**src/rtl/i2c_target_if.sv**
```systemverilog
`timescale 1ns/1ps
// i2c_target_if: I2C pin levels plus the register-port strobes of the I2C target.
// The slave modport is the target's view; master is the controller/register-file side.
interface i2c_target_if;
  logic       scl_i;
  logic       sda_i;
  logic       sda_oe;
  logic [7:0] reg_addr;
  logic [7:0] reg_wdata;
  logic       reg_we;
  logic       reg_re;
  logic [7:0] reg_rdata;
  logic       busy;

  modport slave (
    input  scl_i, sda_i, reg_rdata,
    output sda_oe, reg_addr, reg_wdata, reg_we, reg_re, busy
  );

  modport master (
    output scl_i, sda_i, reg_rdata,
    input  sda_oe, reg_addr, reg_wdata, reg_we, reg_re, busy
  );
endinterface

```
**src/rtl/i2c_target.sv**
```systemverilog
`timescale 1ns/1ps
// i2c_target: oversampling I2C responder that maps bus transfers onto an 8-bit register port.
// Define I2C_TARGET_GLITCH_FILTER_EN to insert a 3-sample majority filter after the synchronizers.
module i2c_target #(
  parameter logic [6:0]  TARGET_ADDR = 7'h50,
  parameter int unsigned SYNC_STAGES = 2
) (
  input logic         clk,
  input logic         rst,
  i2c_target_if.slave bus
);

  typedef enum logic [3:0] {
    IDLE, ADDR, ADDR_ACK, PTR, PTR_ACK, WDATA, WDATA_ACK, RDATA, RDATA_ACK, WAIT_STOP
  } state_e;

  logic [SYNC_STAGES-1:0] scl_sync_q, sda_sync_q;
  logic                   scl_s, sda_s;
  logic                   scl_p_q, sda_p_q;
  logic                   start_c, stop_c, scl_rise, scl_fall;

  // Synchronizers idle high so reset release never looks like a bus edge.
  always_ff @(posedge clk or posedge rst) begin
    if (rst) begin
      scl_sync_q <= '1;
      sda_sync_q <= '1;
    end else begin
      scl_sync_q <= {scl_sync_q[SYNC_STAGES-2:0], bus.scl_i};
      sda_sync_q <= {sda_sync_q[SYNC_STAGES-2:0], bus.sda_i};
    end
  end

`ifdef I2C_TARGET_GLITCH_FILTER_EN
  logic [1:0] scl_hist_q, sda_hist_q;
  logic       scl_filt_q, sda_filt_q;

  function automatic logic maj3(input logic a, input logic b, input logic c);
    return (a & b) | (a & c) | (b & c);
  endfunction

  always_ff @(posedge clk or posedge rst) begin
    if (rst) begin
      scl_hist_q <= '1;
      sda_hist_q <= '1;
      scl_filt_q <= 1'b1;
      sda_filt_q <= 1'b1;
    end else begin
      scl_hist_q <= {scl_hist_q[0], scl_sync_q[SYNC_STAGES-1]};
      sda_hist_q <= {sda_hist_q[0], sda_sync_q[SYNC_STAGES-1]};
      scl_filt_q <= maj3(scl_sync_q[SYNC_STAGES-1], scl_hist_q[0], scl_hist_q[1]);
      sda_filt_q <= maj3(sda_sync_q[SYNC_STAGES-1], sda_hist_q[0], sda_hist_q[1]);
    end
  end

  assign scl_s = scl_filt_q;
  assign sda_s = sda_filt_q;
`else
  assign scl_s = scl_sync_q[SYNC_STAGES-1];
  assign sda_s = sda_sync_q[SYNC_STAGES-1];
`endif

  always_ff @(posedge clk or posedge rst) begin
    if (rst) begin
      scl_p_q <= 1'b1;
      sda_p_q <= 1'b1;
    end else begin
      scl_p_q <= scl_s;
      sda_p_q <= sda_s;
    end
  end

  // START/STOP need SCL high on both samples, so they never coincide with an SCL edge.
  assign start_c  = scl_s & scl_p_q &  sda_p_q & ~sda_s;
  assign stop_c   = scl_s & scl_p_q & ~sda_p_q &  sda_s;
  assign scl_rise =  scl_s & ~scl_p_q;
  assign scl_fall = ~scl_s &  scl_p_q;

  state_e     state_q, state_d;
  logic [2:0] bitcnt_q, bitcnt_d;
  logic [6:0] rx_q, rx_d;
  logic [7:0] tx_q, tx_d;
  logic       rw_q, rw_d;
  logic       sda_oe_q, sda_oe_d;
  logic [7:0] reg_addr_q, reg_addr_d;
  logic [7:0] reg_wdata_q, reg_wdata_d;
  logic       reg_we_q, reg_we_d;
  logic       reg_re_q, reg_re_d;
  logic       busy_q, busy_d;
  logic [7:0] rx_byte;
  logic       last_bit;

  assign rx_byte  = {rx_q, sda_s};
  assign last_bit = (bitcnt_q == 3'd7);

  always_ff @(posedge clk or posedge rst) begin
    if (rst) begin
      state_q     <= IDLE;
      bitcnt_q    <= '0;
      rx_q        <= '0;
      tx_q        <= '0;
      rw_q        <= 1'b0;
      sda_oe_q    <= 1'b0;
      reg_addr_q  <= '0;
      reg_wdata_q <= '0;
      reg_we_q    <= 1'b0;
      reg_re_q    <= 1'b0;
      busy_q      <= 1'b0;
    end else begin
      state_q     <= state_d;
      bitcnt_q    <= bitcnt_d;
      rx_q        <= rx_d;
      tx_q        <= tx_d;
      rw_q        <= rw_d;
      sda_oe_q    <= sda_oe_d;
      reg_addr_q  <= reg_addr_d;
      reg_wdata_q <= reg_wdata_d;
      reg_we_q    <= reg_we_d;
      reg_re_q    <= reg_re_d;
      busy_q      <= busy_d;
    end
  end

  always_comb begin
    state_d     = state_q;
    bitcnt_d    = bitcnt_q;
    rx_d        = rx_q;
    tx_d        = tx_q;
    rw_d        = rw_q;
    sda_oe_d    = sda_oe_q;
    reg_addr_d  = reg_addr_q;
    reg_wdata_d = reg_wdata_q;
    reg_we_d    = 1'b0;
    reg_re_d    = 1'b0;
    busy_d      = busy_q;

    // Read data arrives the cycle after the strobe; write pointer bumps the cycle after reg_we.
    if (reg_re_q) tx_d = bus.reg_rdata;
    if (reg_we_q) reg_addr_d = reg_addr_q + 8'd1;

    if (stop_c) begin
      state_d  = IDLE;
      sda_oe_d = 1'b0;
      busy_d   = 1'b0;
    end else if (start_c) begin
      state_d  = ADDR;
      bitcnt_d = '0;
      sda_oe_d = 1'b0;
    end else begin
      unique case (state_q)
        IDLE: ;
        ADDR, PTR, WDATA: begin
          if (scl_fall) begin
            sda_oe_d = 1'b0;
          end else if (scl_rise) begin
            rx_d     = rx_byte[6:0];
            bitcnt_d = bitcnt_q + 3'd1;
            if (last_bit) begin
              bitcnt_d = '0;
              if (state_q == ADDR) begin
                if (rx_byte[7:1] == TARGET_ADDR) begin
                  state_d = ADDR_ACK;
                  busy_d  = 1'b1;
                  rw_d    = rx_byte[0];
                end else begin
                  state_d = WAIT_STOP;
                end
              end else if (state_q == PTR) begin
                state_d    = PTR_ACK;
                reg_addr_d = rx_byte;
              end else begin
                state_d     = WDATA_ACK;
                reg_wdata_d = rx_byte;
                reg_we_d    = 1'b1;
              end
            end
          end
        end
        // The fall after the 8th bit starts our ACK; the 9th rise ends it.
        ADDR_ACK, PTR_ACK, WDATA_ACK: begin
          if (scl_fall) begin
            sda_oe_d = 1'b1;
          end else if (scl_rise) begin
            bitcnt_d = '0;
            if (state_q != ADDR_ACK) begin
              state_d = WDATA;
            end else if (rw_q) begin
              state_d  = RDATA;
              reg_re_d = 1'b1;
            end else begin
              state_d = PTR;
            end
          end
        end
        RDATA: begin
          if (scl_fall) begin
            sda_oe_d = ~tx_q[7];
            tx_d     = {tx_q[6:0], 1'b0};
          end else if (scl_rise) begin
            bitcnt_d = bitcnt_q + 3'd1;
            if (last_bit) begin
              state_d  = RDATA_ACK;
              bitcnt_d = '0;
            end
          end
        end
        RDATA_ACK: begin
          if (scl_fall) begin
            sda_oe_d = 1'b0;
          end else if (scl_rise) begin
            if (!sda_s) begin
              state_d    = RDATA;
              bitcnt_d   = '0;
              reg_addr_d = reg_addr_q + 8'd1;
              reg_re_d   = 1'b1;
            end else begin
              state_d = WAIT_STOP;
            end
          end
        end
        WAIT_STOP: begin
          if (scl_fall) sda_oe_d = 1'b0;
        end
        default: begin
          state_d  = IDLE;
          sda_oe_d = 1'b0;
        end
      endcase
    end
  end

  assign bus.sda_oe    = sda_oe_q;
  assign bus.reg_addr  = reg_addr_q;
  assign bus.reg_wdata = reg_wdata_q;
  assign bus.reg_we    = reg_we_q;
  assign bus.reg_re    = reg_re_q;
  assign bus.busy      = busy_q;

endmodule

```
**src/flat_wrapper.sv**
```systemverilog
// flat-port wrapper written by rule: the top's interface ports become plain ports
module i2c_target_flat 
#(
  parameter logic [6:0]  TARGET_ADDR = 7'h50,
  parameter int unsigned SYNC_STAGES = 2
)
  (clk, rst, bus_scl_i, bus_sda_i, bus_reg_rdata, bus_sda_oe, bus_reg_addr, bus_reg_wdata, bus_reg_we, bus_reg_re, bus_busy);
  i2c_target_if bus_i ();
  input logic clk;
  input logic rst;
  input wire logic [$bits(bus_i.scl_i)-1:0] bus_scl_i;
  input wire logic [$bits(bus_i.sda_i)-1:0] bus_sda_i;
  input wire logic [$bits(bus_i.reg_rdata)-1:0] bus_reg_rdata;
  output wire logic [$bits(bus_i.sda_oe)-1:0] bus_sda_oe;
  output wire logic [$bits(bus_i.reg_addr)-1:0] bus_reg_addr;
  output wire logic [$bits(bus_i.reg_wdata)-1:0] bus_reg_wdata;
  output wire logic [$bits(bus_i.reg_we)-1:0] bus_reg_we;
  output wire logic [$bits(bus_i.reg_re)-1:0] bus_reg_re;
  output wire logic [$bits(bus_i.busy)-1:0] bus_busy;
  assign bus_i.scl_i = bus_scl_i;
  assign bus_i.sda_i = bus_sda_i;
  assign bus_i.reg_rdata = bus_reg_rdata;
  assign bus_sda_oe = bus_i.sda_oe;
  assign bus_reg_addr = bus_i.reg_addr;
  assign bus_reg_wdata = bus_i.reg_wdata;
  assign bus_reg_we = bus_i.reg_we;
  assign bus_reg_re = bus_i.reg_re;
  assign bus_busy = bus_i.busy;
  i2c_target #(.TARGET_ADDR(TARGET_ADDR), .SYNC_STAGES(SYNC_STAGES)) u_core (.clk(clk), .rst(rst), .bus(bus_i));
endmodule
```
**config.mk**
```make
export PLATFORM = sky130hd
export DESIGN_NAME = i2c_target_flat
export DESIGN_NICKNAME = d
export VERILOG_FILES = /design/src/rtl/i2c_target_if.sv /design/src/rtl/i2c_target.sv /design/src/flat_wrapper.sv
export SDC_FILE = /design/constraint.sdc
export NUM_CORES = 1
export LEC_CHECK = 0
export BUFFER_PORTS_ARGS = -buffer_cell sky130_fd_sc_hd__buf_4
export CAP_MARGIN = 40
export CORE_MARGIN = 4
export CORE_UTILIZATION = 58
export CTS_BUF_LIST = sky130_fd_sc_hd__clkbuf_16
export CTS_CLUSTER_DIAMETER = 200
export DETAILED_ROUTE_END_ITERATION = 12
export PLACE_DENSITY = 0.8
export SYNTH_ARGS = -nofsm -noshare
export SYNTH_HDL_FRONTEND = slang
export SYNTH_SLANG_ARGS = --single-unit
```
**constraint.sdc**
```tcl
create_clock -name clk -period 2.07 [get_ports clk]
set_input_delay 0.414 -clock clk [delete_from_list [all_inputs] [get_ports clk]]
set_output_delay 0.414 -clock clk [all_outputs]
set_load 0.005 [all_outputs]
```
After elaboration in Yosys (flattened, before gate mapping)
Index checks and enable logic that the tools add are counted.
Operators by class
  add/sub/neg operators: 2
  equality and inequality tests: 36
  mux-type cells: 78
  bitwise operators: 17
  reduce and logical (&&, ||, !) cells: 19
Operators by type and width (number)
  $mux W8: 16
  $mux W4: 16
  $ne A4 B1 Y1 const B: 9
  $mux W1: 30
  $mux W3: 10
  $ne A4 B2 Y1 const B: 5
  $pmux W4 S5: 1
  $eq A4 B3 Y1 const B: 4
  $pmux W8 S2: 1
  $reduce_and A8 Y1: 2
  $ne A3 B1 Y1 const B: 5
  $reduce_and A11 Y1: 1
  $not A1 Y1: 10
  $reduce_bool A2 Y1: 5
  $ne A3 B2 Y1 const B: 3
  $pmux W3 S3: 1
  $reduce_and A9 Y1: 1
  $add A8 B1 Y8 const B: 1
  $eq A4 B2 Y1 const B: 2
  $eq A4 B4 Y1 const B: 2
  $and A1 B1 Y1: 7
  $eq A7 B7 Y1 const B: 1
  $reduce_and A7 Y1: 1
  $reduce_or A3 Y1: 2
  16 further kinds: 16
Storage, ports and cells
  bits in registers: 49
  input port bits: 12
  output and inout bits: 20

Logic depth before layout (Yosys ltp)
  depth in word-level cells: 10
  mapped depth: 8

Least setup slack after synthesis
No wires, ideal clock.
  path type: flip-flop to flip-flop
  start point: register u_core.bitcnt_q[0]
  end point: register u_core.reg_addr_q[2] (netlist: u_core.bus.reg_addr[2])
  arrival time: 1.791 ns
  data required time: 1.949 ns
  path slack: 0.158 ns
  stages on the path, launching flop included: 8
  period minus slack after synthesis: 1.912 ns
  path through: dfrtp_1 ha_1 ha_1 and4bb_2 nand3_1 mux2_2 a22oi_1 nand2_1
On the way
  longest elaborated chain between the ends: 7
RTL lines
  start, declared: RTL line i2c_target.sv:79  | logic [2:0] bitcnt_q, bitcnt_d;
  start signal, assigned: RTL line i2c_target.sv:110  | bitcnt_q <= bitcnt_d;
  $eq A3 B3 Y1: RTL line i2c_target.sv:93  | assign last_bit = (bitcnt_q == 3'd7);
  $mux W8: RTL line i2c_target.sv:157  | if (last_bit) begin
  $mux W8: RTL line i2c_target.sv:154  | end else if (scl_rise) begin
  $mux W8: RTL line i2c_target.sv:152  | if (scl_fall) begin
  $pmux W8 S2: RTL line i2c_target.sv:149  | unique case (state_q)
  $mux W8: RTL line i2c_target.sv:144  | end else if (start_c) begin
  $mux W8: RTL line i2c_target.sv:140  | if (stop_c) begin
  net u_core.reg_addr_d[2]: RTL line i2c_target.sv:84  | logic [7:0] reg_addr_q, reg_addr_d;
  end signal, assigned: RTL line i2c_target.sv:115  | reg_addr_q <= reg_addr_d;
  end, declared: RTL line i2c_target.sv:84
The timed path passes the listed nets, and every way through them passes these cells.
A chain may end at the register's enable or synchronous reset.

Worst setup path in the final report
Ends and elaborated chain as after synthesis.

==> flow_summary_export.csv <==
group,metric,value,unit
setup_path,r2r_cells,7,
timing,whs,0.2298,ns
route,drt_drc_violations_left,0,
synth,ys_types,50,
route,wl_per_cell,17.24,µm
synth,ys_seq_area_share,47.04,%
timing,max_freq,0.5153,GHz
timing,finClkSkew,0.003958,ns
global_route,grt_pass1_wl,9653,µm
synth,synthFlopType,"dfrtp_1",
placed_design,globalplace.congestion,0.9063,
global_route,grt_pass1_vias,2028,
cts,cts_root_buffer,"clkbuf_16",
floorplan,dieHeight,75.24,µm
floorplan,die_area,5661,µm²
pwr,pwr-share-clk,29.6,%
global_route,grtUsageMet2,35.98,%
route,postRouteAntennaNets,0,
setup_path,cp.required,2.25,ns
synth,synth_top_area_share,41.03,%
job,drv_cap,0,
placed_design,post-place-ws,0.1712,ns
timing,period_needed,1.941,ns
hold_path,hold_path_depth,1,
timing,setup_violations,0,
global_route,grtUsageMet1,31.02,%
global_route,antenna_found_initial,0,
floorplan,start_util,60.23,%
setup_path,cp-startpoint,"u_core.bitcnt_q[0]$_DFFE_PP0P_",
floorplan,num_rows,24,
synth,syn_inst,255,
pwr,p_sw,822.8,µW
setup_path,crit_type,"reg -> reg",
global_route,grt.total_usage,22.67,%
pwr,p_leak,1.370,nW
synth,async_flop_share,100.0,%
route,drtIter0Drc,207,
timing,setup-tns-final,0,ns
setup_path,crit_end,"u_core.bus.reg_addr[2]$_DFF_PP0_",
layout,synthToLayoutAreaGrowth,18.23,%
cts,insertion_delay,0.29,ns
synth,synth-edff-count,0,
layout,final_cell_mix,"44 x buf_4, 43 x dfrtp_1, 29 x nand2_1",
pwr,power_frac_seq,47.7,%
setup_path,start_kind,"flip-flop",
placed_design,place_hpwl,4178,µm
layout,insertedDiodeCount,0,
global_route,grt_overflow,0,
cts,post_cts_resized,0,
layout,drive_gt1_share,29.35,%
synth,syn-num-nets,270,
layout,nets,307,
synth,yosysTopAreaCell,"dfrtp_1",
synth,yosys_warnings,0,
pwr,cellPowerDensity,857.0,nW/µm²
cts,hold_buffers,0,
route,vias,2126,
route,finalWirelength,5947,µm
timing,fin_crit_sh,93.74,%
route,drt_pass1_iterations,5,
route,viasPerCell,6.162,
global_route,grt_start_max_net_pins,50,
synth,syn_area,2623,µm²
timing,slew_violations,0,
layout,final_util,71.21,%
cts,cts_buffer_depth,2,
global_route,grt.busiest_layer,"met2",
layout,layout_commonest_cell,"buf_4",
timing,grt_setup_unrepaired,"no",
setup_path,cp_max_fo,3,
timing,worstMarginPinSlew,0.6113,ns
synth,avgSynthCellArea,10.28,µm²
pwr,ir_drop,0.5965,mV
setup_path,cp-end-kind,"flip-flop",
status,status,"finished, final reports clean",
setup_path,r2r_end,"u_core.bus.reg_addr[2]$_DFF_PP0_",
timing,final-hold-violation-count,0,
timing,maxSlewHeadroom,59.24,%
cts,cts.sinks,49,
cts,cts_setup_buffers,0,
setup_path,r2r_setup_slack,0.13,ns
global_route,use_met3,4.406,%
setup_path,worst_ep_arrival_time,2.12,ns
cts,htree_levels,2,
synth,synthTopCellsByArea,"dfrtp_1 41%, mux2_2 8.2%, dfstp_2 6.0%",
pwr,p_comb_share,22.7,%
hold_path,hold_class,"in -> reg",
floorplan,io_pins,32,
setup_path,r2r_start,"u_core.bitcnt_q[0]$_DFFE_PP0P_",
synth,yosys_register_bits,49,
placed_design,port_buffers,31,
floorplan,core_area,4354,µm²
timing,layout_setup_ws,0.1295,ns
pwr,netSwitchingFraction,30.97,%
cts,clkTransAtPathRegs,0.06,ns
floorplan,die_w,75.24,µm
cts,cts_inserted_buffers,5,
pwr,p_int,1.834,mW
cts,cts_tree,"built",
cell families after synthesis:
family	count (synthesis)	share of synthesized area [%]
AOI/OAI and AO/OA	53	12.69
xor gates and xnor gates	13	4.342
adders and majority gates	3	1.431
buffers and inverters	20	3.149
DFF	49	47.04
muxes	32	13.31
and+or+nand+nor	85	18.03
routing by layer:
| metal | vias to the layer above | wire length (µm) |
|---|---|---|
| met4 | 0 | 111 |
| met1 | 1041 | 2582 |
| li1 | 987 | - |
| met3 | 12 | 371 |
| met5 | - | 0 |
| met2 | 86 | 2881 |
critical path, cell delays in order, from the launching register on:
cell      delay, ns
dfrtp_1        0.40
ha_1           0.21
ha_1           0.21
and4bb_2       0.26
nand3_1        0.15
mux2_2         0.36
a22oi_1        0.18
nand2_1        0.07
power by group through the flow:
stage          Clock (mW)  Combinational [mW]  Sequential, mW
2_1_floorplan           0               0.450            1.20
3_3_place_gp            0               0.589            1.27
3_5_place_dp            0               0.597            1.28
4_1_cts             0.805               0.604            1.26
5_1_grt             0.841               0.676            1.29
6_report            0.786               0.604            1.27
flip-flops by register name, indices dropped and copies added, names as in the netlist:
| signal | cells |
|---|---|
| u_core.bus.reg_we | 1 |
| u_core.scl_sync_q | 2 |
| u_core.sda_sync_q | 2 |
| u_core.bus.busy | 1 |
| u_core.bus.reg_wdata | 8 |
| u_core.rx_q | 7 |
| u_core.scl_p_q | 1 |
| u_core.tx_q | 8 |
| u_core.sda_p_q | 1 |
| u_core.rw_q | 1 |
| u_core.bitcnt_q | 3 |
| u_core.bus.reg_re | 1 |
| u_core.bus.reg_addr | 8 |
| u_core.bus.sda_oe | 1 |
| u_core.state_q | 4 |
cell type report:
cell class | instances | area [µm²]
multi-input cells | 186 | 1306
fillers | 316 | 1254
flip-flops and latches | 49 | 1234
repair buffers | 44 | 330.3
clock buffers | 5 | 125.1
well taps | 52 | 65.06
inverters | 6 | 22.52
clock inverters | 3 | 17.52
cells in the mapped netlist, types with 5 or more instances:
| cell type | n |
|---|---|
| dfstp_2 | 6 |
| xnor2_1 | 9 |
| dfrtp_1 | 43 |
| nand3_1 | 5 |
| buf_2 | 6 |
| clkbuf_1 | 7 |
| nor2_1 | 18 |
| a21oi_1 | 10 |
| mux2_2 | 19 |
| inv_1 | 6 |
| mux2i_1 | 12 |
| nand2_1 | 29 |
| o21ai_0 | 20 |
through the flow:
step | power (mW) | std cells | cell area (µm²)
3_3_place_gp | 1.856 | 337 | 2958
3_5_place_dp | 1.879 | 337 | 2958
6_report | 2.657 | 345 | 3100
5_1_grt | 2.804 | 345 | 3100
2_1_floorplan | 1.651 | 255 | 2623
4_1_cts | 2.674 | 345 | 3100
worst min path at each step:
stage | from | to | slack [ns]
2_1_floorplan | u_core.scl_sync_q[0]$_DFF_PP1_ | u_core.scl_sync_q[1]$_DFF_PP1_ | 0.35
3_3_place_gp | u_core.sda_sync_q[0]$_DFF_PP1_ | u_core.sda_sync_q[1]$_DFF_PP1_ | 0.35
3_5_place_dp | u_core.scl_sync_q[0]$_DFF_PP1_ | u_core.scl_sync_q[1]$_DFF_PP1_ | 0.35
4_1_cts | bus_sda_i | u_core.sda_sync_q[0]$_DFF_PP1_ | 0.22
5_1_grt | bus_sda_i | u_core.sda_sync_q[0]$_DFF_PP1_ | 0.22
6_report | bus_sda_i | u_core.sda_sync_q[0]$_DFF_PP1_ | 0.23
No activity file was read; power rests on OpenSTA's default activity.
